[src/rtl/serial_alu_pkg.sv]
// Shared definitions for the serial ALU blocks: FSM state encodings and the
// default operand width.
package serial_alu_pkg;

  localparam int DEFAULT_WIDTH = 8;

  localparam logic [1:0] ST_IDLE  = 2'd0;
  localparam logic [1:0] ST_SHIFT = 2'd1;
  localparam logic [1:0] ST_DONE  = 2'd2;

endpackage : serial_alu_pkg

[src/rtl/_and2.sv]
// Two-input AND primitive cell.
module _and2 (
  input  logic a,
  input  logic b,
  output logic y
);

  assign y = a & b;

endmodule : _and2

[src/rtl/_or2.sv]
// Two-input OR primitive cell.
module _or2 (
  input  logic a,
  input  logic b,
  output logic y
);

  assign y = a | b;

endmodule : _or2

[src/rtl/_xor2.sv]
// Two-input XOR primitive cell.
module _xor2 (
  input  logic a,
  input  logic b,
  output logic y
);

  assign y = a ^ b;

endmodule : _xor2

[src/rtl/full_adder_cell.sv]
// One-bit full adder built only from the _xor2/_and2/_or2 primitive cells.
// s = a ^ b ^ cin, cout = (a & b) | ((a ^ b) & cin).
module full_adder_cell (
  input  logic a,
  input  logic b,
  input  logic cin,
  output logic s,
  output logic cout
);

  logic ab_xor_s;
  logic ab_and_s;
  logic prop_and_s;

  _xor2 u_xor_ab  (.a(a),        .b(b),   .y(ab_xor_s));
  _xor2 u_xor_sum (.a(ab_xor_s), .b(cin), .y(s));
  _and2 u_and_gen (.a(a),        .b(b),   .y(ab_and_s));
  _and2 u_and_prp (.a(ab_xor_s), .b(cin), .y(prop_and_s));
  _or2  u_or_cout (.a(ab_and_s), .b(prop_and_s), .y(cout));

endmodule : full_adder_cell

[src/rtl/bit_serial_adder.sv]
// LSB-first bit-serial adder/subtractor: one full-adder cell plus a carry
// flop handle one bit per clock, WIDTH cycles per operation.
// Optional feature macro: SERIAL_ADDER_SUB_EN. When defined, op_sub selects
// A-B (b inverted per bit, carry-in 1); when undefined the block is add-only
// and op_sub is ignored.
module bit_serial_adder
  import serial_alu_pkg::*;
#(
  parameter int WIDTH = DEFAULT_WIDTH
) (
  input  logic             clk,
  input  logic             reset_n,
  input  logic             start,
  input  logic [WIDTH-1:0] a,
  input  logic [WIDTH-1:0] b,
  input  logic             op_sub,
  output logic             busy,
  output logic             done,
  output logic [WIDTH-1:0] sum,
  output logic             cout,
  output logic             ovf
);

  localparam int              CNT_W    = $clog2(WIDTH);
  localparam logic [CNT_W-1:0] CNT_LAST = CNT_W'(WIDTH - 1);

  logic [1:0]       state_r;
  logic [1:0]       state_nxt_s;
  logic             accept_s;
  logic             last_s;
  logic [WIDTH-1:0] a_sh_r;
  logic [WIDTH-1:0] b_sh_r;
  logic [WIDTH-1:0] sum_r;
  logic [CNT_W-1:0] count_r;
  logic             carry_r;
  logic             busy_r;
  logic             done_r;
  logic             cout_r;
  logic             ovf_r;
  logic             sub_in_s;
  logic             b_bit_s;
  logic             fa_s_s;
  logic             fa_cout_s;

`ifdef SERIAL_ADDER_SUB_EN
  logic sub_r;

  assign sub_in_s = op_sub;
  assign b_bit_s  = b_sh_r[0] ^ sub_r;

  // Hold the operation select for the whole serial pass.
  always_ff @(posedge clk) begin
    if (!reset_n) begin
      sub_r <= 1'b0;
    end else if (accept_s) begin
      sub_r <= op_sub;
    end else begin
      sub_r <= sub_r;
    end
  end
`else
  logic unused_op_sub_s;

  assign unused_op_sub_s = op_sub;
  assign sub_in_s        = 1'b0;
  assign b_bit_s         = b_sh_r[0];
`endif

  assign last_s = (state_r == ST_SHIFT) && (count_r == CNT_LAST);

  full_adder_cell u_fa (
    .a    (a_sh_r[0]),
    .b    (b_bit_s),
    .cin  (carry_r),
    .s    (fa_s_s),
    .cout (fa_cout_s)
  );

  // Next-state logic; start is honoured only from IDLE or DONE.
  always_comb begin
    state_nxt_s = state_r;
    accept_s    = 1'b0;
    case (state_r)
      ST_IDLE: begin
        if (start) begin
          accept_s    = 1'b1;
          state_nxt_s = ST_SHIFT;
        end else begin
          state_nxt_s = ST_IDLE;
        end
      end
      ST_SHIFT: begin
        if (last_s) begin
          state_nxt_s = ST_DONE;
        end else begin
          state_nxt_s = ST_SHIFT;
        end
      end
      ST_DONE: begin
        if (start) begin
          accept_s    = 1'b1;
          state_nxt_s = ST_SHIFT;
        end else begin
          state_nxt_s = ST_IDLE;
        end
      end
      default: begin
        state_nxt_s = ST_IDLE;
      end
    endcase
  end

  // FSM state, handshake flags and the serial datapath registers.
  always_ff @(posedge clk) begin
    if (!reset_n) begin
      state_r <= ST_IDLE;
      busy_r  <= 1'b0;
      done_r  <= 1'b0;
      a_sh_r  <= '0;
      b_sh_r  <= '0;
      sum_r   <= '0;
      count_r <= '0;
      carry_r <= 1'b0;
      cout_r  <= 1'b0;
      ovf_r   <= 1'b0;
    end else begin
      state_r <= state_nxt_s;
      busy_r  <= (state_nxt_s == ST_SHIFT);
      done_r  <= last_s;
      if (accept_s) begin
        a_sh_r  <= a;
        b_sh_r  <= b;
        carry_r <= sub_in_s;
        count_r <= '0;
      end else if (state_r == ST_SHIFT) begin
        carry_r <= fa_cout_s;
        sum_r   <= {fa_s_s, sum_r[WIDTH-1:1]};
        a_sh_r  <= {1'b0, a_sh_r[WIDTH-1:1]};
        b_sh_r  <= {1'b0, b_sh_r[WIDTH-1:1]};
        count_r <= count_r + CNT_W'(1);
        if (last_s) begin
          // carry_r is the carry into the MSB at this point.
          cout_r <= fa_cout_s;
          ovf_r  <= carry_r ^ fa_cout_s;
        end else begin
          cout_r <= cout_r;
          ovf_r  <= ovf_r;
        end
      end else begin
        carry_r <= carry_r;
        count_r <= count_r;
      end
    end
  end

  assign busy = busy_r;
  assign done = done_r;
  assign sum  = sum_r;
  assign cout = cout_r;
  assign ovf  = ovf_r;

endmodule : bit_serial_adder

[config.mk]
export PLATFORM = sky130hd
export DESIGN_NAME = bit_serial_adder
export DESIGN_NICKNAME = d
export VERILOG_FILES = /design/src/rtl/serial_alu_pkg.sv /design/src/rtl/_and2.sv /design/src/rtl/_or2.sv /design/src/rtl/_xor2.sv /design/src/rtl/full_adder_cell.sv /design/src/rtl/bit_serial_adder.sv
export SDC_FILE = /design/constraint.sdc
export NUM_CORES = 1
export LEC_CHECK = 0
export ABC_AREA = 1
export ABC_CLOCK_PERIOD_IN_PS = 1400
export BUFFER_PORTS_ARGS = -buffer_cell sky130_fd_sc_hd__buf_2
export CAP_MARGIN = 20
export CORE_MARGIN = 10
export CORE_UTILIZATION = 45
export DETAILED_ROUTE_END_ITERATION = 7
export HOLD_SLACK_MARGIN = 0.05
export PLACE_DENSITY_LB_ADDON = 0.05
export SYNTH_ARGS = -nofsm -noshare
export SYNTH_HDL_FRONTEND = slang
export SYNTH_HIERARCHICAL = 1
export SYNTH_SLANG_ARGS = --single-unit
[constraint.sdc]
create_clock -name clk -period 1.4 [get_ports clk]
set_clock_uncertainty 0.05 [all_clocks]
set_input_delay 0.42 -clock clk [delete_from_list [all_inputs] [get_ports clk]]
set_output_delay 0.42 -clock clk [all_outputs]
set_load 0.02 [all_outputs]
==> results by group <==
GRT
  • Global-route wire length before repair: 5710 um
  • Initial antenna violation count: 0
  • All-Layer GR Usage: 0.112
  • Largest net degree at the start of global routing: 17
  • Via count of the first global-routing pass: 1340
  • Remaining global-route overflow: 0

Pwr
  • Power share of the clock group: 0.343
  • Internal Pwr Total: 1.57 mW
  • Switching part of the total power: 0.261
  • Power density relative to cell area: 1160 nW/um^2
  • Power after layout: 2.13 mW
  • Leakage power summed over all cells: 0.968 nW
  • Flop pwr share: 0.493
  • Largest vdd supply drop: 765 uV
  • Switching pwr: 0.556 mW
  • Combinational share of power: 0.163

Run status
  • Status: finished, final reports clean

Worst hold path
  • Worst hold endpoint: a_sh_r[7]
  • Instance count along the most critical hold path: 3
  • Min-delay worst type: in2reg
  • Critical hold path startpoint: a[7]

Placement
  • Worst setup timing slack at the placement stage: 137 ps
  • Placed Cells: 300
  • Final RePlAce weighted congestion: 0.797
  • Post-DP HPWL: 2420 um
  • Buffers added on ports: 30

Final layout
  • Multi-input gate area in the final layout: 637 um^2
  • Register cell area after layout: 666 um^2
  • Layout-stage area growth over the synthesis result: 21.2%
  • Filler Cell Count: 348
  • Layout Cells excl Fill: 308
  • Antenna diode count: 0
  • Layout cell share with drive strength beyond 1: 0.214
  • Fin nets: 283

STA
  • WHS: 266 ps
  • Maximum achievable frequency: 752 MHz
  • Hold Violations, Final: 0
  • Clock period minus final worst setup slack: 1330 ps
  • Finish-stage setup viols: 0
  • Least-Margin Pin Slew: 284 ps
  • Final setup margin: 69.8 ps
  • Unrepaired setup endpoints after global routing: no
  • Final-layout setup total negative slack: 0 ps
  • Final Cycle Share: 0.950
  • Worst relative slew slack: 0.810
  • Count of pins over their slew limit: 0

Floorplan
  • Initial Utilization: 0.461
  • Overall die height: 78 um
  • Die outline width: 78 um
  • # rows: 21
  • Die Area: 6080 um^2
  • I/O pin cnt: 32
  • Placeable core region: 3280 um^2

Logic synthesis
  • Leading post-synthesis cells by cell area: dfxtp_1 44%, nand2_1 11%, inv_1 9.4%, nor2_1 9.4%, o21ai_0 5.3%
  • Yosys warning count: 6
  • Most instantiated cells after synthesis: 43 x nand2_1, 38 x inv_1, 38 x nor2_1, 33 x dfxtp_1, 16 x o21ai_0
  • Avg Synthesized Cell Area: 6.76 um^2
  • Count of flip-flops with a built-in enable after synthesis: 0
  • Share of the synthesized area in the top cell type: 0.436
  • Register bit total from synthesis: 33
  • Sequential-to-total area share from yosys stat: 0.436
  • Dominant cell type by area after synthesis: dfxtp_1
  • Total nets after synthesis: 246
  • Cell with the most instances after synthesis: nand2_1
  • Cell Area, Synth: 1510 um^2
  • Synthesized netlist cell count: 224
  • Fraction of registers with async set/reset: 0
  • Main flop type after synthesis: dfxtp_1
  • Unique cell type count in the Yosys netlist: 18

Clock network
  • CTS tree: done
  • Clock latency reported for the late side of the worst-skew pair: 330 ps
  • Clock net sink count: 33
  • Buffer cell driving the clock tree root: clkbuf_4
  • Reg clk slew, reported paths: 100 ps
  • Number of buffers created by CTS: 5
  • Cts hold-fix bufs: 0
  • Maximum clock path buffer count: 2
  • Deepest level of the CTS H-tree: 2

Critical path
  • Classification of the worst setup path: reg2out
  • Slowest library cell on the worst path: dfxtp_1
  • Maximum fanout count along the critical path: 3
  • Buffers & Inverters on Critical Path: 1
  • Critical path startpoint category: flop
  • Crit end category: output pin
  • Register-to-register path setup slack: 110 ps
  • Worst flop-to-flop path endpoint: cout
  • Largest stage delay on the critical path: 360 ps
  • Crit path DAT: 860 ps
  • CP Data Required Time: 930 ps
  • Kind of cell with the highest combined delay on the critical path: flip-flops
  • Reg2Reg Depth: 8
  • Cells along the critical path: buf_2
  • FF-to-FF Start: state_r[1]

Drt
  • Routed via count: 1358
  • Pre-Repair DR Iteration Count: 4
  • Number of DRC violations after detailed routing: 0
  • Total wire length: 3160 um
  • DR iter-0 viols: 36
  • Per-cell via count in the routed design: 4.41
  • Routed wire per std cell: 10.3 um
  • Residual antenna-violating net count after detailed routing: 0

Flow run
  • Max-capacitance violation count: 0
[area by class of cell]
cell class                      instances  area share
Inverter                               41      0.0839
Multi-Input combinational cell        140       0.347
Sequential cell                        33       0.363
Timing Repair Buffer                   40       0.128
Clock inverter                          1      0.0164
Clock buffer                            7      0.0300
Tap cell                               46      0.0314
[flip-flops by register name (all words and copies together) (netlist names), 2 cells and up]
signal and cells:
count_r 3, sum 8, b_sh_r 8, state_r 2
a_sh_r 8
[through the flow]
step	area, um^2	utilization
detailed placement	1730	0.526
global route	1830	0.558
finish	1830	0.558
global placement	1730	0.526
floorplan	1510	-
CTS	1820	0.555
[logic make-up (layout without fill, tap and decap cells)]
family | Yosys count | count (layout) | synth area share
adder cells (fa/ha/maj) | 2 | 2 | 0.0165
XOR/XNOR | 2 | 2 | 0.0116
AND/OR/NAND/NOR | 108 | 108 | 0.297
buffers and inverters | 51 | 89 | 0.146
AO/OA/AOI/OAI | 28 | 28 | 0.0926
flip-flops | 33 | 33 | 0.436
[layer usage]
metal | vias up | GRT usage | part of all wire
li1 | 758 | - | -
met1 | 564 | 0.144 | 0.52
met2 | 29 | 0.163 | 0.39
met3 | 7 | 0.0438 | 0.065
met4 | 0 | 0.0484 | 0.019
met5 | - | 0 | 0
[repair_timing]
item,CTS,global route
setup buffers,1,0
pin swaps,0,0
endpoints found under the setup margin,1,15
gates resized for setup,3,4
[power by group through the flow]
stage / registers, mW / clock network, mW / logic (mW)
final: 1.05 / 0.731 / 0.348
after global routing: 1.06 / 0.795 / 0.410
after CTS: 1.05 / 0.761 / 0.350
after detailed placement: 1.07 / 0 / 0.348
after global placement: 1.07 / 0 / 0.346
after floorplan: 1.09 / 0 / 0.223
[placed cells by master (no fill, tap or decap), types with 2 or more instances in the layout]
cell type,n
clkbuf_4,5
nand3_1,14
inv_1,38
xor2_1,2
buf_2,29
dfxtp_1,31
buf_6,2
nor2_1,38
nand2_2,2
a21oi_1,8
o21ai_0,16
nand2_1,43
o21ai_1,4
buf_4,9
inv_2,3
ha_1,2
nor3_1,9
[worst min-delay path, cell delays in order]
cell and delay [ps]:
buf_2 80, nor2_1 30, nor2_1 80
[how the worst max path moves through the flow]
| stage | startpoint | slack [ps] | to | depth (start not counted) |
|---|---|---|---|---|
| 6_report | sum[3] | 70 | sum[3] | 1 |
| 5_1_grt | a_sh_r[0] | 0.7 | ovf | 10 |
| 4_1_cts | state_r[1] | 30 | done | 1 |
| 3_5_place_dp | start | 140 | a_sh_r[5] | 7 |
| 3_3_place_gp | state_r[0] | 150 | cout | 6 |
| 2_1_floorplan | state_r[1] | 150 | cout | 7 |
(Power assumes the default switching activity.)
